$ cat src/rtl/act_pkg.sv
// Shared constants for the activation datapath (requant, sigmoid and friends).
package act_pkg;

  // Q3.5 activation format.
  localparam int Q35_W     = 8;
  localparam int Q35_FRAC  = 5;
  localparam int Q35_MAX   = 127;
  localparam int Q35_MIN   = -128;

  // Largest right shift the requant stage will honour.
  localparam int SHIFT_MAX = 16;

  // Default accumulator / bias width coming from the MAC array.
  localparam int ACC_W_DEF = 24;

  // Clamp a requested shift to SHIFT_MAX.
  function automatic logic [4:0] eff_shift(input logic [4:0] sh);
    logic [4:0] res;
    if (sh > 5'(SHIFT_MAX)) begin
      res = 5'(SHIFT_MAX);
    end else begin
      res = sh;
    end
    return res;
  endfunction

endpackage

$ cat src/rtl/requant_round_sat.sv
// Combinational round-half-up, arithmetic right shift and Q3.5 saturation.
module requant_round_sat
  import act_pkg::*;
#(
  parameter int ACC_W = ACC_W_DEF
) (
  input  logic [ACC_W:0] sum,
  input  logic [4:0]     sh,
  output logic [7:0]     x,
  output logic           sat
);

  localparam int RW = ACC_W + 2;
  localparam logic signed [RW-1:0] ONE_C   = RW'(1);
  localparam logic signed [RW-1:0] R_MAX_C = RW'(Q35_MAX);
  localparam logic signed [RW-1:0] R_MIN_C = RW'(Q35_MIN);

  logic signed [RW-1:0] sum_ext_s;
  logic signed [RW-1:0] rnd_s;
  logic signed [RW-1:0] r_s;

  // Add half an LSB of the result, shift arithmetically, then clamp to Q3.5.
  always_comb begin
    sum_ext_s = {sum[ACC_W], sum};
    if (sh != 5'd0) begin
      rnd_s = ONE_C <<< (sh - 5'd1);
    end else begin
      rnd_s = '0;
    end
    r_s = (sum_ext_s + rnd_s) >>> sh;
    if (r_s > R_MAX_C) begin
      x   = 8'h7F;
      sat = 1'b1;
    end else if (r_s < R_MIN_C) begin
      x   = 8'h80;
      sat = 1'b1;
    end else begin
      x   = r_s[7:0];
      sat = 1'b0;
    end
  end

endmodule

$ cat src/rtl/act_requant_q35.sv
// Two-stage requantization pipeline: bias add, then round/shift/saturate to Q3.5.
module act_requant_q35
  import act_pkg::*;
#(
  parameter int ACC_W = ACC_W_DEF,
  parameter int CNT_W = 16
) (
  input  logic             clk,
  input  logic             reset,
  input  logic             in_valid,
  output logic             in_ready,
  input  logic [ACC_W-1:0] in_acc,
  input  logic             in_last,
  input  logic [4:0]       cfg_shift,
  input  logic [ACC_W-1:0] cfg_bias,
  input  logic             sat_clr,
  output logic             out_valid,
  input  logic             out_ready,
  output logic [7:0]       out_x,
  output logic             out_last,
  output logic [CNT_W-1:0] sat_count
);

  logic             s1_valid_r;
  logic [ACC_W:0]   s1_sum_r;
  logic [4:0]       s1_sh_r;
  logic             s1_last_r;
  logic             s2_valid_r;

  logic             s2_load_s;
  logic             s1_load_s;
  logic             accept_s;
  logic [ACC_W:0]   sum_s;
  logic [7:0]       rs_x_s;
  logic             rs_sat_s;
  logic             sat_inc_s;

  // Handshake: each stage refills when it is empty or its content moves on.
  always_comb begin
    s2_load_s = !s2_valid_r || out_ready;
    s1_load_s = !s1_valid_r || s2_load_s;
    in_ready  = reset && s1_load_s;
    accept_s  = in_valid && in_ready;
    sum_s     = {in_acc[ACC_W-1], in_acc} + {cfg_bias[ACC_W-1], cfg_bias};
    sat_inc_s = s2_load_s && s1_valid_r && rs_sat_s;
  end

  assign out_valid = s2_valid_r;

  requant_round_sat #(.ACC_W(ACC_W)) u_round_sat (
    .sum (s1_sum_r),
    .sh  (s1_sh_r),
    .x   (rs_x_s),
    .sat (rs_sat_s)
  );

  // Stage 1: capture the widened sum, clamped shift and last flag on accept.
  always_ff @(posedge clk or negedge reset) begin
    if (!reset) begin
      s1_valid_r <= 1'b0;
      s1_sum_r   <= '0;
      s1_sh_r    <= 5'd0;
      s1_last_r  <= 1'b0;
    end else if (s1_load_s) begin
      s1_valid_r <= accept_s;
      if (accept_s) begin
        s1_sum_r  <= sum_s;
        s1_sh_r   <= eff_shift(cfg_shift);
        s1_last_r <= in_last;
      end
    end
  end

  // Stage 2: register the saturated result; held while downstream stalls.
  always_ff @(posedge clk or negedge reset) begin
    if (!reset) begin
      s2_valid_r <= 1'b0;
      out_x      <= 8'd0;
      out_last   <= 1'b0;
    end else if (s2_load_s) begin
      s2_valid_r <= s1_valid_r;
      if (s1_valid_r) begin
        out_x    <= rs_x_s;
        out_last <= s1_last_r;
      end
    end
  end

  // Saturation event counter: clear wins, sticks at all-ones.
  always_ff @(posedge clk or negedge reset) begin
    if (!reset) begin
      sat_count <= '0;
    end else if (sat_clr) begin
      sat_count <= '0;
    end else if (sat_inc_s && (sat_count != {CNT_W{1'b1}})) begin
      sat_count <= sat_count + CNT_W'(1);
    end
  end

endmodule

$ cat config.mk
export PLATFORM = sky130hd
export DESIGN_NAME = act_requant_q35
export DESIGN_NICKNAME = d
export VERILOG_FILES = /design/src/rtl/act_pkg.sv /design/src/rtl/requant_round_sat.sv /design/src/rtl/act_requant_q35.sv
export SDC_FILE = /design/constraint.sdc
export NUM_CORES = 1
export LEC_CHECK = 0
export CELL_PAD_IN_SITES_DETAIL_PLACEMENT = 2
export CELL_PAD_IN_SITES_GLOBAL_PLACEMENT = 2
export CORE_MARGIN = 4
export CORE_UTILIZATION = 30
export CTS_CLUSTER_SIZE = 20
export DETAILED_ROUTE_END_ITERATION = 12
export PLACE_DENSITY = 0.73
export SETUP_SLACK_MARGIN = 0.02
export SLEW_MARGIN = 5
export SYNTH_ARGS = -nofsm -noshare
export SYNTH_HDL_FRONTEND = slang
export SYNTH_SLANG_ARGS = --single-unit
$ cat constraint.sdc
create_clock -name clk -period 6 [get_ports clk]
set_clock_uncertainty 0.15 [all_clocks]
set_input_delay 1.2 -clock clk [delete_from_list [all_inputs] [get_ports clk]]
set_output_delay 1.2 -clock clk [all_outputs]
set_load 0.01 [all_outputs]
Word level (Yosys, flattened, before mapping)
Cells that the tools add are included.

storage, ports and cells
  register bits after elaboration = 58
  output and inout port bits = 27

operators by class
  add/sub/neg operators = 4
  equality and inequality tests = 1
  reduce and logical (&&, ||, !) cells = 13
  mux-type cells = 8
  order comparisons = 3
  shift-type cells = 2

operator list
  kind                   number
  $mux 16                2
  $add 25x26->26         1
  $gt 26x8->1 const B    1
  $lt 26x8->1 const B    1
  $mux 26                1
  $sshl 2x5->26 const A  1
  $sshr 26x5->26         1
  $add 24x24->25         1
  $add 16x1->16 const B  1
  $mux 8                 2
  $ne 16x16->1 const B   1
  $gt 5x5->1 const B     1
  $logic_and 1x1->1      5
  $mux 5                 1
  $reduce_bool 5->1      1
  $sub 5x1->5 const B    1
  $reduce_and 2->1       2
  $logic_not 1->1        2
  $logic_or 1x1->1       2
  $mux 1                 2
  $reduce_bool 2->1      1

Longest topological paths before layout
Gate-level depths: netlist of the first run.

  depth in word-level cells = 12
  gate-level depth with buffers = 24
  depth with buffers taken out = 19

Cells and area by module
Synthesis of the first run repeated with hierarchy kept, for this count alone.

second synthesis, totals
  cell total of the unflattened synthesis = 987
  area total of the unflattened synthesis = 7543.5 um2

modules (own cells, without submodules)
  module             times used  cells each  area each (um2)
  requant_round_sat  1           597         3903.7
  act_requant_q35    1           390         3639.7

Least setup slack after synthesis of the first run
No wires, ideal clock.

  path type = flip-flop to flip-flop
  from = register s1_sh_r[2]
  to = register sat_count[6]
  cell stages (with the launch flop) = 24
  required time = 5725 ps
  clock period less this slack = 5870 ps
  setup time = 125 ps
  slack = 130 ps
  arrival time = 5595 ps
  path through = dfrtp_1 -> inv_1 -> clkbuf_1 -> buf_1 -> clkbuf_1 -> buf_1 -> nand2_1 -> nor2_1 -> ha_1 -> a21oi_1 -> a21oi_1 -> o21ai_1 -> a21oi_1 -> or3_1 -> and2_1 -> mux4_2 -> a211o_1 -> a2111o_1 -> o31ai_2 -> and3_2 -> o2bb2ai_4 -> buf_8 -> nor4b_2 -> mux2_4

on the way
  cells in the longest elaborated chain, start to end = 11
  elaborated cells on any way between the ends = 13

RTL lines
  what                           RTL line                 text
  start, declared                act_requant_q35.sv:26    logic [4:0] s1_sh_r;
  start signal, assigned         act_requant_q35.sv:68    s1_sh_r <= eff_shift(cfg_shift);
  $sub 5x1->5                    requant_round_sat.sv:26  rnd_s = ONE_C <<< (sh - 5'd1);
  $sshl 2x5->26                  requant_round_sat.sv:26
  $mux 26                        requant_round_sat.sv:25  if (sh != 5'd0) begin
  $add 25x26->26                 requant_round_sat.sv:30  r_s = (sum_ext_s + rnd_s) >>> sh;
  $sshr 26x5->26 *               requant_round_sat.sv:30
  $lt 26x8->1                    requant_round_sat.sv:34  end else if (r_s < R_MIN_C) begin
  $mux 1                         requant_round_sat.sv:34
  $mux 1 *                       requant_round_sat.sv:31  if (r_s > R_MAX_C) begin
  $logic_and 1x1->1 *            act_requant_q35.sv:45    sat_inc_s = s2_load_s && s1_valid_r && rs_sat_s;
  $logic_and 1x1->1 *            act_requant_q35.sv:95    end else if (sat_inc_s && (sat_count != {CNT_W{1'b1}})) begin
  $reduce_bool 2->1 (no line) *  -
  end signal, assigned           act_requant_q35.sv:96    sat_count <= sat_count + CNT_W'(1);
  end, declared                  act_requant_q35.sv:21    output logic [CNT_W-1:0] sat_count

Every way passes the cells marked *; elsewhere a longest branch is shown, timed or not.
A chain may end at the register's enable or synchronous reset.

Worst setup path in the final report of the first run
  from = register s1_sh_r[2]
  to = register sat_count[0]

Same word-level chain as after synthesis.

==> impl_results.html, run 1 <==
<table>
<tr><th>Metric</th><th>Value</th></tr>
<tr><th colspan="2">Worst setup path</th></tr>
<tr><td>Startpoint type of the worst setup path</td><td>flop</td></tr>
<tr><td>Cell Chain, Critical Path</td><td>buf_4 -&gt; nor2_4 -&gt; nand2_1 -&gt; nor3_2 -&gt; ha_1 -&gt; fa_1 -&gt; a211oi_2 -&gt; o211a_1 -&gt; nor4b_2 -&gt; buf_4 -&gt; o311a_1 -&gt; o21ai_1 -&gt; nand2_1 -&gt; buf_4 -&gt; a22oi_1 -&gt; o211ai_1 -&gt; a221o_1 -&gt; and2_1 -&gt; and3_2 -&gt; o2bb2ai_4 -&gt; nor3_1 -&gt; mux2_2</td></tr>
<tr><td>CP Buf/Inv Count</td><td>3</td></tr>
<tr><td>Worst path depth</td><td>22</td></tr>
<tr><td>Top cell by count, worst path</td><td>buf_4</td></tr>
<tr><td>Library cell contributing the largest single delay on the critical path</td><td>fa_1</td></tr>
<tr><td>Worst stage delay on the critical path</td><td>0.43 ns</td></tr>
<tr><td>Depth of the worst register-to-register path</td><td>22</td></tr>
<tr><td>Endpoint class of the critical path</td><td>flop</td></tr>
<tr><td>Critical Setup Path Class</td><td>reg2reg</td></tr>
<tr><td>Family with the most delay on the worst path</td><td>compound AO/OA/AOI/OAI gates</td></tr>
<tr><td>Largest fanout on the critical path</td><td>9</td></tr>
<tr><td>Data required, critical path</td><td>6.08 ns</td></tr>
<tr><td>Data arrival time at the worst-slack endpoint</td><td>5.81 ns</td></tr>
<tr><th colspan="2">Synthesis</th></tr>
<tr><td>Gate Count Post-Synth</td><td>983</td></tr>
<tr><td>Netlist area before placement</td><td>0.00740 mm2</td></tr>
<tr><td>Per-instance average area after synthesis</td><td>7.53 um2</td></tr>
<tr><td>Count leader, synth</td><td>nand2_1</td></tr>
<tr><td>Post-synth EDFFs</td><td>0</td></tr>
<tr><td>Async set-reset flop share out of synthesis</td><td>100%</td></tr>
<tr><td>Biggest area contributors in the synthesized netlist</td><td>dfrtp_1, ha_1, nand2_1</td></tr>
<tr><td>Leading post-synthesis cells by instance count</td><td>nand2_1, nor2_1, a21oi_1, o21ai_0, dfrtp_1</td></tr>
<tr><td>Unique cell type count in the Yosys netlist</td><td>84</td></tr>
<tr><td>Ys flop type</td><td>dfrtp_1</td></tr>
<tr><td>Warnings from Yosys</td><td>0</td></tr>
<tr><td>Mapped Nets</td><td>1094</td></tr>
<tr><td>Number of storage elements in the synthesis netlist</td><td>58</td></tr>
<tr><td>Proportion of netlist area held by the largest area contributor</td><td>19.6%</td></tr>
<tr><td>Post-synthesis cell type with the largest combined area</td><td>dfrtp_1</td></tr>
<tr><td>Sequential-to-total area share from yosys stat</td><td>19.6%</td></tr>
<tr><th colspan="2">Power and ir drop</th></tr>
<tr><td>Power share of the combinational group</td><td>56.5%</td></tr>
<tr><td>Power spent charging and discharging nets</td><td>1.14 mW</td></tr>
<tr><td>VDD IR max</td><td>137 uV</td></tr>
<tr><td>LEAKAGE</td><td>4.18 nW</td></tr>
<tr><td>Cell internal pwr</td><td>1.49 mW</td></tr>
<tr><td>P per Cell Area</td><td>270 mW/mm2</td></tr>
<tr><td>Sw Ratio</td><td>43.4%</td></tr>
<tr><td>Clock group share of total power</td><td>24.0%</td></tr>
<tr><td>Sequential cell fraction of total power</td><td>19.6%</td></tr>
<tr><th colspan="2">Global route</th></tr>
<tr><td>Global Route Usage Sum</td><td>24.1%</td></tr>
<tr><td>Wire length of the first global-routing pass</td><td>51.8 mm</td></tr>
<tr><td>Initial antenna violation count</td><td>0</td></tr>
<tr><td>Pin count of the biggest net entering global routing</td><td>60</td></tr>
<tr><td>Total overflow reported by the global router</td><td>0</td></tr>
<tr><td>Vias in the first global route</td><td>9207</td></tr>
<tr><th colspan="2">STA</th></tr>
<tr><td>Final hold violations</td><td>0</td></tr>
<tr><td>Final worst path period need</td><td>5.74 ns</td></tr>
<tr><td>Final critical-path setup slack</td><td>0.263 ns</td></tr>
<tr><td>Number of failing setup endpoints in the final timing report</td><td>0</td></tr>
<tr><td>Count of final max-slew check failures</td><td>0</td></tr>
<tr><td>Max Clock Freq</td><td>174 MHz</td></tr>
<tr><td>Worst hold margin</td><td>0.332 ns</td></tr>
<tr><td>Unrepaired setup endpoints after global routing</td><td>no</td></tr>
<tr><td>Setup TNS Final</td><td>0 ns</td></tr>
<tr><td>Worst Max-Slew Pin Slew</td><td>1.28 ns</td></tr>
<tr><td>Worst relative slew slack</td><td>14.1%</td></tr>
<tr><td>Final cycle utilization of the critical path</td><td>95.6%</td></tr>
<tr><th colspan="2">Placement</th></tr>
<tr><td>Post-place setup slack</td><td>0.0195 ns</td></tr>
<tr><td>Instance area after placement</td><td>0.00921 mm2</td></tr>
<tr><td>Routability Congestion</td><td>0.976</td></tr>
<tr><td># port buffers</td><td>85</td></tr>
<tr><td>Post-DP HPWL</td><td>25.8 mm</td></tr>
<tr><th colspan="2">Cells and area</th></tr>
<tr><td>Net count of the finished layout</td><td>1246</td></tr>
<tr><td>Antenna cells</td><td>0</td></tr>
<tr><td>Ratio of cells with drive above 1 in the final layout</td><td>18.2%</td></tr>
<tr><td>Synthesis-to-finish area growth</td><td>31.8%</td></tr>
<tr><td>Area of all placed cells without fillers</td><td>0.00975 mm2</td></tr>
<tr><th colspan="2">Floorplanning</th></tr>
<tr><td>Top Ports</td><td>86</td></tr>
<tr><td>Core area</td><td>0.0243 mm2</td></tr>
<tr><td>DIE WIDTH</td><td>165 um</td></tr>
<tr><td>Count of standard-cell rows</td><td>57</td></tr>
<tr><td>Initial standard-cell utilization of the core</td><td>30.4%</td></tr>
<tr><td>Area of the die</td><td>0.0272 mm2</td></tr>
<tr><td>Die Y</td><td>165 um</td></tr>
<tr><th colspan="2">Routing</th></tr>
<tr><td>Routed wire length</td><td>33.0 mm</td></tr>
<tr><td>Wire per inst</td><td>22.5 um</td></tr>
<tr><td>Vias per Instance</td><td>5.88</td></tr>
<tr><td>DRC errors left</td><td>0</td></tr>
<tr><td>Via count of the routed design</td><td>8611</td></tr>
<tr><td>Post-DRT Antenna Nets</td><td>0</td></tr>
<tr><td>DRT Pass-1 Iters</td><td>5</td></tr>
<tr><td>Iteration-0 DRC Markers</td><td>573</td></tr>
<tr><th colspan="2">Clock network</th></tr>
<tr><td>TritonCTS buffer count</td><td>9</td></tr>
<tr><td>Clock-pin slew on the worst setup and hold paths</td><td>0.06 ns</td></tr>
<tr><td>Clock latency at the later pin of the worst-skew pair</td><td>0.34 ns</td></tr>
<tr><td>Worst-case clock buffer depth</td><td>2</td></tr>
<tr><td>Root buffer cell</td><td>clkbuf_16</td></tr>
<tr><td>Clk sink count</td><td>58</td></tr>
<tr><td>Clock tree from TritonCTS</td><td>yes</td></tr>
<tr><td>Clock H-tree levels</td><td>3</td></tr>
<tr><th colspan="2">Job</th></tr>
<tr><td>Max-cap check violation count</td><td>0</td></tr>
<tr><th colspan="2">Worst hold path</th></tr>
<tr><td>Classification of the worst-slack hold path</td><td>reg2reg</td></tr>
<tr><td>Worst Hold Depth</td><td>2</td></tr>
<tr><th colspan="2">Run status</th></tr>
<tr><td>Outcome</td><td>finished, final reports clean</td></tr>
</table>
==> final cells by class <==
cell class                 count  area, um2
clock inverter                 7        125
timing repair buffer         196       1700
tap                          324        405
clock buffer                   9        225
inverter                      28        109
sequential                    58       1460
fill                        2818      14600
multi-input combinational    842       5730
==> final timing paths <==
path,from,to,slack (ns)
min,out_x[7],out_x[7],0.33
max,s1_sh_r[2],sat_count[0],0.26
max in group asynchronous,reset,s1_sh_r[0],4.16
min in group asynchronous,reset,out_x[5],0.94
min reg2reg,out_x[7],out_x[7],0.33
max reg2reg,s1_sh_r[2],sat_count[0],0.26
==> power by group through the flow <==
stage | sequential (mW) | combinational (mW) | clock, mW
after floorplan | 0.507 | 0.832 | 0
after global placement | 0.514 | 1.39 | 0
after detailed placement | 0.518 | 1.42 | 0
after CTS | 0.513 | 1.43 | 0.644
after global routing | 0.523 | 1.61 | 0.661
final | 0.514 | 1.49 | 0.631
==> worst min-delay path: cells and delay by family (launching register included) <==
| kind | cells | cell delay (ns) |
|---|---|---|
| and+or+nand+nor | 1 | 0.05 |
| AOI/OAI and AO/OA | 1 | 0.06 |
| DFF | 1 | 0.34 |
==> cell families after synthesis <==
kind of cell               Yosys count  synth area share, %
muxes                               34                 6.17
DFF                                 58                 19.6
adders and majority gates           52                 9.00
AOI/OAI and AO/OA                  335                 31.1
and+or+nand+nor                    389                 25.6
xor gates and xnor gates            31                 3.67
buffers and inverters               84                 4.87
==> metal layers <==
| layer | global-route usage [%] | routed length, um | vias to the layer above |
|---|---|---|---|
| li1 | - | - | 3999 |
| met1 | 33.0 | 15000 | 4378 |
| met2 | 41.0 | 16000 | 198 |
| met3 | 2.40 | 1350 | 36 |
| met4 | 5.56 | 573 | 0 |
| met5 | 0 | 0 | - |
==> flip-flops by register name, indices dropped and copies added, names as in the netlist <==
register,flops
out_valid,1
s1_last_r,1
s1_valid_r,1
out_x,8
s1_sh_r,5
sat_count,16
s1_sum_r,25
out_last,1
==> metrics by stage <==
step           utilization (%)  std cells  power, mW
2_1_floorplan                -        983       1.34
3_5_place_dp              37.9       1443       1.93
6_report                  40.1       1464       2.63
4_1_cts                   39.4       1459       2.59
3_3_place_gp              37.9       1443       1.90
5_1_grt                   40.1       1464       2.80
==> layout by cell type, fill, tap and decap left out, types with 6 or more instances in the layout <==
| cell type | n |
|---|---|
| clkbuf_16 | 9 |
| dfrtp_1 | 55 |
| or3_1 | 27 |
| o22ai_1 | 7 |
| and2_1 | 15 |
| ha_1 | 49 |
| nor2_1 | 88 |
| mux4_2 | 7 |
| mux2i_1 | 13 |
| o211ai_1 | 16 |
| o21a_1 | 12 |
| and3_1 | 11 |
| inv_1 | 27 |
| buf_4 | 108 |
| nor2b_1 | 8 |
| nor3_1 | 18 |
| a21o_1 | 22 |
| nand4_1 | 10 |
| a21oi_1 | 67 |
| a31oi_1 | 10 |
| nand2_1 | 119 |
| a21oi_2 | 6 |
| xnor2_1 | 14 |
| o31ai_1 | 9 |
| o21ai_0 | 69 |
| nand3_1 | 36 |
| a211oi_1 | 18 |
| mux2_2 | 11 |
| nand2b_1 | 14 |
| clkdlybuf4s50_1 | 84 |
| xor2_1 | 17 |
| o21bai_1 | 9 |
==> repair_timing <==
action,in CTS,in global routing
setup buffers,0,4
gates resized for setup,3,35
cloned,0,1
pin swaps,0,3
hold buffers,0,0
endpoints found under the setup margin,4,22
No activity file was read; power rests on OpenSTA's default activity.
==> run 2: changes to the inputs <==
--- a/config.mk
+++ b/config.mk
@@ -8,10 +8,11 @@
 export CELL_PAD_IN_SITES_DETAIL_PLACEMENT = 2
 export CELL_PAD_IN_SITES_GLOBAL_PLACEMENT = 2
 export CORE_MARGIN = 4
-export CORE_UTILIZATION = 30
+export CORE_UTILIZATION = 36
 export CTS_CLUSTER_SIZE = 20
 export DETAILED_ROUTE_END_ITERATION = 12
-export PLACE_DENSITY = 0.73
+export PLACE_DENSITY = 0.83
+export REMOVE_ABC_BUFFERS = 1
 export SETUP_SLACK_MARGIN = 0.02
 export SLEW_MARGIN = 5
 export SYNTH_ARGS = -nofsm -noshare
==> constraint.sdc (replaced) <==
create_clock -name clk -period 7.1 [get_ports clk]
set_clock_uncertainty 0.15 [all_clocks]
set_input_delay 1.42 -clock clk [delete_from_list [all_inputs] [get_ports clk]]
set_output_delay 1.42 -clock clk [all_outputs]
set_load 0.01 [all_outputs]
==> impl_results.html, run 2 (synthesis results as in run 1) <==
<table>
<tr><th>Metric</th><th>Value</th></tr>
<tr><th colspan="2">Floorplanning</th></tr>
<tr><td>Die Y</td><td>151 um</td></tr>
<tr><td>Area of the die</td><td>0.0229 mm2</td></tr>
<tr><td>Top Ports</td><td>86</td></tr>
<tr><td>Initial standard-cell utilization of the core</td><td>36.6%</td></tr>
<tr><td>Core area</td><td>0.0202 mm2</td></tr>
<tr><td>Count of standard-cell rows</td><td>52</td></tr>
<tr><td>DIE WIDTH</td><td>151 um</td></tr>
<tr><th colspan="2">Job</th></tr>
<tr><td>Max-cap check violation count</td><td>0</td></tr>
<tr><th colspan="2">Cells and area</th></tr>
<tr><td>Final-layout fill cell count</td><td>2347</td></tr>
<tr><td>Synthesis-to-finish area growth</td><td>20.2%</td></tr>
<tr><td>Ratio of cells with drive above 1 in the final layout</td><td>8.53%</td></tr>
<tr><td>Flip-flop count of the largest register after layout</td><td>25</td></tr>
<tr><td>Register with the highest flop count</td><td>s1_sum_r</td></tr>
<tr><td>Antenna cells</td><td>0</td></tr>
<tr><td>Total area of multi-input combinational cells</td><td>0.00559 mm2</td></tr>
<tr><td>Most common cell after layout, fill and taps aside</td><td>nand2_1</td></tr>
<tr><td>Sequential Area</td><td>0.00145 mm2</td></tr>
<tr><td>Net count of the finished layout</td><td>1161</td></tr>
<tr><td>Commonest non-fill, non-tap cells in the layout</td><td>nand2_1, nor2_1, clkdlybuf4s50_1</td></tr>
<tr><td>Leading registers by flop count</td><td>s1_sum_r (25), sat_count (16), out_x (8)</td></tr>
<tr><th colspan="2">Worst setup path</th></tr>
<tr><td>Critical Path Sink</td><td>sat_count[3]</td></tr>
<tr><td>Depth of the worst register-to-register path</td><td>18</td></tr>
<tr><td>Data arrival time at the worst-slack endpoint</td><td>6.97 ns</td></tr>
<tr><td>Data required, critical path</td><td>7.20 ns</td></tr>
<tr><td>Setup crit start</td><td>s1_sh_r[4]</td></tr>
<tr><td>Critical Setup Path Class</td><td>reg2reg</td></tr>
<tr><td>Endpoint of the most critical register-to-register path</td><td>sat_count[3]</td></tr>
<tr><td>Startpoint type of the worst setup path</td><td>flop</td></tr>
<tr><td>R2r setup slk</td><td>0.23 ns</td></tr>
<tr><td>Largest fanout on the critical path</td><td>24</td></tr>
<tr><td>Critical register-to-register path startpoint</td><td>s1_sh_r[4]</td></tr>
<tr><td>Endpoint class of the critical path</td><td>flop</td></tr>
<tr><th colspan="2">Power and ir drop</th></tr>
<tr><td>VDD IR max</td><td>140 uV</td></tr>
<tr><td>P per Cell Area</td><td>233 mW/mm2</td></tr>
<tr><td>LEAKAGE</td><td>3.77 nW</td></tr>
<tr><th colspan="2">Routing</th></tr>
<tr><td>DRT Pass-1 Iters</td><td>5</td></tr>
<tr><td>Vias per Instance</td><td>6.25</td></tr>
<tr><td>Via count of the routed design</td><td>8284</td></tr>
<tr><td>DRC errors left</td><td>0</td></tr>
<tr><td>Routed wire length</td><td>31.5 mm</td></tr>
<tr><td>Iteration-0 DRC Markers</td><td>527</td></tr>
<tr><td>Post-DRT Antenna Nets</td><td>0</td></tr>
<tr><td>Wire per inst</td><td>23.8 um</td></tr>
<tr><th colspan="2">Global route</th></tr>
<tr><td>Initial antenna violation count</td><td>0</td></tr>
<tr><td>Global Route Usage Sum</td><td>28.1%</td></tr>
<tr><td>Wire length of the first global-routing pass</td><td>50.6 mm</td></tr>
<tr><td>Pin count of the biggest net entering global routing</td><td>60</td></tr>
<tr><td>Total overflow reported by the global router</td><td>0</td></tr>
<tr><td>Vias in the first global route</td><td>9012</td></tr>
<tr><th colspan="2">STA</th></tr>
<tr><td>Unrepaired setup endpoints after global routing</td><td>no</td></tr>
<tr><td>Worst hold margin</td><td>0.342 ns</td></tr>
<tr><td>Setup TNS Final</td><td>0 ns</td></tr>
<tr><td>Final hold violations</td><td>0</td></tr>
<tr><td>Number of failing setup endpoints in the final timing report</td><td>0</td></tr>
<tr><td>Final worst path period need</td><td>6.87 ns</td></tr>
<tr><td>Max Clock Freq</td><td>145 MHz</td></tr>
<tr><td>Worst relative slew slack</td><td>19.2%</td></tr>
<tr><td>Count of final max-slew check failures</td><td>0</td></tr>
<tr><td>Worst Max-Slew Pin Slew</td><td>1.21 ns</td></tr>
<tr><td>Final cycle utilization of the critical path</td><td>96.8%</td></tr>
<tr><th colspan="2">Clock network</th></tr>
<tr><td>Clock H-tree levels</td><td>3</td></tr>
<tr><td>Worst-case clock buffer depth</td><td>2</td></tr>
<tr><td>Clock tree from TritonCTS</td><td>yes</td></tr>
<tr><td>Hold-fix buffer count after cts</td><td>0</td></tr>
<tr><td>Number of instances resized during post-cts repair</td><td>0</td></tr>
<tr><td>Clock latency at the later pin of the worst-skew pair</td><td>0.35 ns</td></tr>
<tr><td>Number of buffers inserted by post-CTS setup repair</td><td>0</td></tr>
<tr><td>TritonCTS buffer count</td><td>9</td></tr>
<tr><td>Clock-pin slew on the worst setup and hold paths</td><td>0.06 ns</td></tr>
<tr><td>Root buffer cell</td><td>clkbuf_16</td></tr>
<tr><td>Clk sink count</td><td>58</td></tr>
<tr><th colspan="2">Placement</th></tr>
<tr><td>Post-DP HPWL</td><td>23.5 mm</td></tr>
<tr><td># port buffers</td><td>85</td></tr>
<tr><td>Routability Congestion</td><td>0.942</td></tr>
<tr><th colspan="2">Worst hold path</th></tr>
<tr><td>Worst Hold Depth</td><td>2</td></tr>
<tr><td>Classification of the worst-slack hold path</td><td>reg2reg</td></tr>
<tr><th colspan="2">Run status</th></tr>
<tr><td>Outcome</td><td>finished, final reports clean</td></tr>
</table>
## run 2: changes by cell type in the layout (fill, tap and decap cells not counted), moves of 2 or more
cell / delta
a21oi_1: +4
nor3_1: +2
nor4_1: +4
dfrtp_1: +3
a21oi_2: -4
dfrtp_2: -3
nor3_2: -2
nor4_2: -4
o21ai_2: -2
buf_6: -2
nor2_2: -5
buf_4: -82
o21ai_0: +2
nor2_1: +6
## run 2: worst max-delay path, stage by stage (launching register included)
cell and delay [ns]:
dfrtp_1 0.63, nor2_1 0.43, nand2_1 0.28, nor2_1 0.39, ha_1 0.40, nand4_1 0.16
or3_1 0.36, nor4b_2 0.51, nor3_1 0.16, xnor2_1 0.58, inv_1 0.13, mux4_2 0.54
a221oi_1 0.62, o31ai_1 0.12, and4b_1 0.25, o2bb2ai_4 0.16, buf_12 0.16, or4_1 0.54
a21oi_1 0.20
## run 2: layout make-up
type,count,share of cell area (%)
timing repair buffer,112,11.9
sequential,58,16.3
clock inverter,7,1.41
multi-input combinational,841,62.8
clock buffer,9,2.53
inverter,28,1.18
tap,270,3.80
## run 2: per-layer routing
| layer | up-vias | GRT usage (%) | part of all wire, % |
|---|---|---|---|
| met3 | 57 | 4.19 | 4.6 |
| met5 | - | 0 | 0 |
| met1 | 4171 | 37.8 | 45 |
| met2 | 236 | 45.9 | 48 |
| met4 | 0 | 9.61 | 2.9 |
| li1 | 3820 | - | - |
## run 2: per-stage QoR
step	setup slack [ns]	instances	utilization [%]	area, um2	total power, mW
finish	0.226	1325	44.0	8890	2.07
floorplan	1.12	927	-	7140	1.10
CTS	0.493	1325	44.0	8890	2.06
global route	0.101	1325	44.0	8890	2.19
detailed placement	0.545	1309	42.2	8540	1.50
global placement	0.833	1309	42.2	8540	1.47
## run 2: worst min-delay path by stage
| stage | to | from | slack (ns) |
|---|---|---|---|
| 2_1_floorplan | out_last | s1_last_r | 0.28 |
| 3_3_place_gp | out_last | s1_last_r | 0.30 |
| 3_5_place_dp | out_last | s1_last_r | 0.33 |
| 4_1_cts | out_last | s1_last_r | 0.34 |
| 5_1_grt | out_last | s1_last_r | 0.37 |
| 6_report | out_last | s1_last_r | 0.34 |
## run 2: power by group
group,leakage (nW),total [mW],internal (mW),switching (mW)
Sequential,0.730,0.432,0.386,0.0464
Clock,0.170,0.538,0.346,0.192
Combinational,2.87,1.10,0.418,0.686
Total,3.77,2.07,1.15,0.924
==> run 3: changes to the inputs <==
--- a/config.mk
+++ b/config.mk
@@ -8,13 +8,14 @@
 export CELL_PAD_IN_SITES_DETAIL_PLACEMENT = 2
 export CELL_PAD_IN_SITES_GLOBAL_PLACEMENT = 2
 export CORE_MARGIN = 4
-export CORE_UTILIZATION = 36
+export CORE_UTILIZATION = 30
 export CTS_CLUSTER_SIZE = 20
 export DETAILED_ROUTE_END_ITERATION = 12
-export PLACE_DENSITY = 0.83
+export PLACE_DENSITY = 0.73
 export REMOVE_ABC_BUFFERS = 1
 export SETUP_SLACK_MARGIN = 0.02
 export SLEW_MARGIN = 5
 export SYNTH_ARGS = -nofsm -noshare
 export SYNTH_HDL_FRONTEND = slang
 export SYNTH_SLANG_ARGS = --single-unit
+export TNS_END_PERCENT = 100
==> constraint.sdc (replaced) <==
create_clock -name clk -period 5.6 [get_ports clk]
set_clock_uncertainty 0.15 [all_clocks]
set_input_delay 1.12 -clock clk [delete_from_list [all_inputs] [get_ports clk]]
set_output_delay 1.12 -clock clk [all_outputs]
set_load 0.01 [all_outputs]
==> impl_results.html, run 3 (synthesis results as in run 1) <==
<table>
<tr><th>Metric</th><th>Value</th></tr>
<tr><th colspan="2">Run status</th></tr>
<tr><td>Outcome</td><td>finished, final reports clean</td></tr>
<tr><th colspan="2">Global route</th></tr>
<tr><td>Initial antenna violation count</td><td>0</td></tr>
<tr><td>Wire length of the first global-routing pass</td><td>53.8 mm</td></tr>
<tr><td>Global Route Usage Sum</td><td>25.3%</td></tr>
<tr><td>Pin count of the biggest net entering global routing</td><td>59</td></tr>
<tr><td>Vias in the first global route</td><td>9463</td></tr>
<tr><td>Total overflow reported by the global router</td><td>0</td></tr>
<tr><th colspan="2">Worst setup path</th></tr>
<tr><td>Endpoint class of the critical path</td><td>flop</td></tr>
<tr><td>Startpoint type of the worst setup path</td><td>flop</td></tr>
<tr><td>Largest fanout on the critical path</td><td>8</td></tr>
<tr><td>Critical Setup Path Class</td><td>reg2reg</td></tr>
<tr><td>Worst stage delay on the critical path</td><td>0.48 ns</td></tr>
<tr><td>CP Buf/Inv Count</td><td>6</td></tr>
<tr><td>Endpoint of the most critical register-to-register path</td><td>sat_count[5]</td></tr>
<tr><td>Library cell contributing the largest single delay on the critical path</td><td>dfrtp_2</td></tr>
<tr><td>R2r setup slk</td><td>0.03 ns</td></tr>
<tr><td>Data required, critical path</td><td>5.71 ns</td></tr>
<tr><td>Family with the most delay on the worst path</td><td>simple AND/OR/NAND/NOR gates</td></tr>
<tr><td>Depth of the worst register-to-register path</td><td>24</td></tr>
<tr><td>Critical register-to-register path startpoint</td><td>s1_sh_r[4]</td></tr>
<tr><td>Top cell by count, worst path</td><td>buf_4</td></tr>
<tr><td>Worst path depth</td><td>24</td></tr>
<tr><td>Cell Chain, Critical Path</td><td>buf_4 -&gt; nor2_4 -&gt; nand2_1 -&gt; nor2_1 -&gt; ha_1 -&gt; buf_4 -&gt; a21oi_2 -&gt; a21oi_4 -&gt; o21ai_1 -&gt; nand2_1 -&gt; xor2_1 -&gt; buf_4 -&gt; buf_4 -&gt; mux4_2 -&gt; mux2_2 -&gt; nor3_1 -&gt; a221o_1 -&gt; nor3b_2 -&gt; nand4_4 -&gt; o2bb2ai_4 -&gt; buf_12 -&gt; buf_6 -&gt; or3_1 -&gt; a21oi_2</td></tr>
<tr><td>Data arrival time at the worst-slack endpoint</td><td>5.68 ns</td></tr>
<tr><th colspan="2">STA</th></tr>
<tr><td>Count of final max-slew check failures</td><td>0</td></tr>
<tr><td>Final cycle utilization of the critical path</td><td>99.5%</td></tr>
<tr><td>Final hold violations</td><td>0</td></tr>
<tr><td>Worst relative slew slack</td><td>43.3%</td></tr>
<tr><td>Worst Max-Slew Pin Slew</td><td>0.848 ns</td></tr>
<tr><td>Number of failing setup endpoints in the final timing report</td><td>0</td></tr>
<tr><td>Max Clock Freq</td><td>179 MHz</td></tr>
<tr><td>Final worst path period need</td><td>5.57 ns</td></tr>
<tr><td>Setup TNS Final</td><td>0 ns</td></tr>
<tr><th colspan="2">Cells and area</th></tr>
<tr><td>Final Non-Filler Cells</td><td>1534</td></tr>
<tr><td>Antenna cells</td><td>0</td></tr>
<tr><td>Final-layout fill cell count</td><td>2740</td></tr>
<tr><td>Leading registers by flop count</td><td>s1_sum_r (25), sat_count (16), out_x (8)</td></tr>
<tr><td>Commonest non-fill, non-tap cells in the layout</td><td>buf_4, nand2_1, clkdlybuf4s50_1</td></tr>
<tr><td>Net count of the finished layout</td><td>1316</td></tr>
<tr><td>Synthesis-to-finish area growth</td><td>42.2%</td></tr>
<tr><td>Most common cell after layout, fill and taps aside</td><td>buf_4</td></tr>
<tr><td>Flip-flop count of the largest register after layout</td><td>25</td></tr>
<tr><td>Register with the highest flop count</td><td>s1_sum_r</td></tr>
<tr><td>Ratio of cells with drive above 1 in the final layout</td><td>27.3%</td></tr>
<tr><th colspan="2">Routing</th></tr>
<tr><td>DRT Pass-1 Iters</td><td>5</td></tr>
<tr><td>Routed wire length</td><td>37.4 mm</td></tr>
<tr><td>Wire per inst</td><td>24.4 um</td></tr>
<tr><td>Via count of the routed design</td><td>9222</td></tr>
<tr><td>DRC errors left</td><td>0</td></tr>
<tr><td>Iteration-0 DRC Markers</td><td>774</td></tr>
<tr><td>Post-DRT Antenna Nets</td><td>0</td></tr>
<tr><td>Vias per Instance</td><td>6.01</td></tr>
<tr><th colspan="2">Clock network</th></tr>
<tr><td>TritonCTS buffer count</td><td>9</td></tr>
<tr><td>Clock-pin slew on the worst setup and hold paths</td><td>0.07 ns</td></tr>
<tr><td>Clock tree from TritonCTS</td><td>yes</td></tr>
<tr><td>Clock latency at the later pin of the worst-skew pair</td><td>0.36 ns</td></tr>
<tr><td>Clk sink count</td><td>58</td></tr>
<tr><td>Root buffer cell</td><td>clkbuf_16</td></tr>
<tr><td>Clock H-tree levels</td><td>3</td></tr>
<tr><td>Worst-case clock buffer depth</td><td>2</td></tr>
<tr><td>Hold-fix buffer count after cts</td><td>0</td></tr>
<tr><th colspan="2">Worst hold path</th></tr>
<tr><td>Worst Hold Launch</td><td>s1_last_r</td></tr>
<tr><td>Hold path endpoint</td><td>out_last</td></tr>
<tr><td>Worst Hold Depth</td><td>2</td></tr>
<tr><td>Classification of the worst-slack hold path</td><td>reg2reg</td></tr>
<tr><th colspan="2">Placement</th></tr>
<tr><td>Instance count after placement with tap cells included</td><td>1509</td></tr>
<tr><td>Routability Congestion</td><td>0.995</td></tr>
<tr><td>Post-DP HPWL</td><td>26.7 mm</td></tr>
<tr><td># port buffers</td><td>85</td></tr>
<tr><th colspan="2">Floorplanning</th></tr>
<tr><td>Die Y</td><td>165 um</td></tr>
<tr><td>Top Ports</td><td>86</td></tr>
<tr><td>Initial standard-cell utilization of the core</td><td>30.4%</td></tr>
<tr><td>Area of the die</td><td>0.0272 mm2</td></tr>
<tr><td>Core area</td><td>0.0243 mm2</td></tr>
<tr><td>Count of standard-cell rows</td><td>57</td></tr>
<tr><td>DIE WIDTH</td><td>165 um</td></tr>
<tr><th colspan="2">Job</th></tr>
<tr><td>Max-cap check violation count</td><td>0</td></tr>
<tr><th colspan="2">Power and ir drop</th></tr>
<tr><td>LEAKAGE</td><td>4.53 nW</td></tr>
<tr><td>VDD IR max</td><td>116 uV</td></tr>
<tr><td>P per Cell Area</td><td>283 mW/mm2</td></tr>
</table>
run 3: cell count changes in the layout (fill, tap and decap cells not counted), moves of 7 or more:
cell     change
nand2_2     +10
nor2_1      -15
o21ai_0      -7
nand2_1     -11
a21oi_2      +7
nor2_2      +10
buf_4      +149
a21oi_1      -9
run 3: per-stage QoR:
step / utilization (%) / worst slack [ns] / cell area [um2] / power [mW] / hold WS (ns)
6_report: 43.3 / 0.0259 / 10500 / 2.98 / 0.324
3_3_place_gp: 39.9 / 0.0470 / 9710 / 2.16 / 0.300
3_5_place_dp: 39.9 / -0.100 / 9710 / 2.21 / 0.309
5_1_grt: 43.3 / -0.161 / 10500 / 3.14 / 0.362
2_1_floorplan: - / -0.378 / 7140 / 1.40 / 0.283
4_1_cts: 41.4 / 0.0236 / 10100 / 2.82 / 0.329
run 3: report_power, final:
part	leakage, nW	switching [mW]	internal [mW]
logic	3.67	1.06	0.820
registers	0.727	0.0569	0.490
clock network	0.134	0.244	0.312
run 3: worst max path at each step:
stage / start / slack, ns / endpoint
after floorplan: s1_sh_r[0] / -0.38 / sat_count[0]
after detailed placement: s1_sh_r[0] / -0.1 / sat_count[4]
after global placement: s1_sh_r[0] / 0.05 / sat_count[4]
after global routing: s1_sh_r[0] / -0.16 / sat_count[5]
final: s1_sh_r[4] / 0.03 / sat_count[5]
after CTS: s1_sh_r[0] / 0.02 / sat_count[4]
run 3: area by class of cell:
cell class / instances / area (um2) / area share, %
clock buffer: 10 / 239 / 2.27
clock inverter: 6 / 42.5 / 0.404
inverter: 28 / 105 / 0.999
multi-input combinational: 842 / 6030 / 57.3
sequential: 58 / 1460 / 13.8
tap: 324 / 405 / 3.85
timing repair buffer: 266 / 2240 / 21.3
run 3: layer usage:
metal	vias up	share of wire, %	GRT usage, %	routed length, um
li1	4139	-	-	-
met1	4687	44	35.1	16400
met2	317	48	41.5	17900
met3	79	5.6	3.47	2090
met4	0	2.6	6.65	989
met5	-	0	0	0
run 3: worst reg2reg max path, cell delays in order (launching register included):
cell       delay, ns
dfrtp_2         0.48
buf_4           0.18
nor2_4          0.14
nand2_1         0.14
nor2_1          0.20
ha_1            0.29
buf_4           0.16
a21oi_2         0.24
a21oi_4         0.13
o21ai_1         0.33
nand2_1         0.16
xor2_1          0.20
buf_4           0.16
buf_4           0.13
mux4_2          0.46
mux2_2          0.30
nor3_1          0.28
a221o_1         0.21
nor3b_2         0.07
nand4_4         0.14
o2bb2ai_4       0.10
buf_12          0.15
buf_6           0.13
or3_1           0.39
a21oi_2         0.16
run 3: repair_timing:
| item | in CTS | in global routing |
|---|---|---|
| setup endpoints to repair | 16 | 23 |
| pin swaps | 3 | 18 |
| setup buffers | 1 | 6 |
| gates resized for setup | 20 | 94 |
| cloned | 1 | 0 |
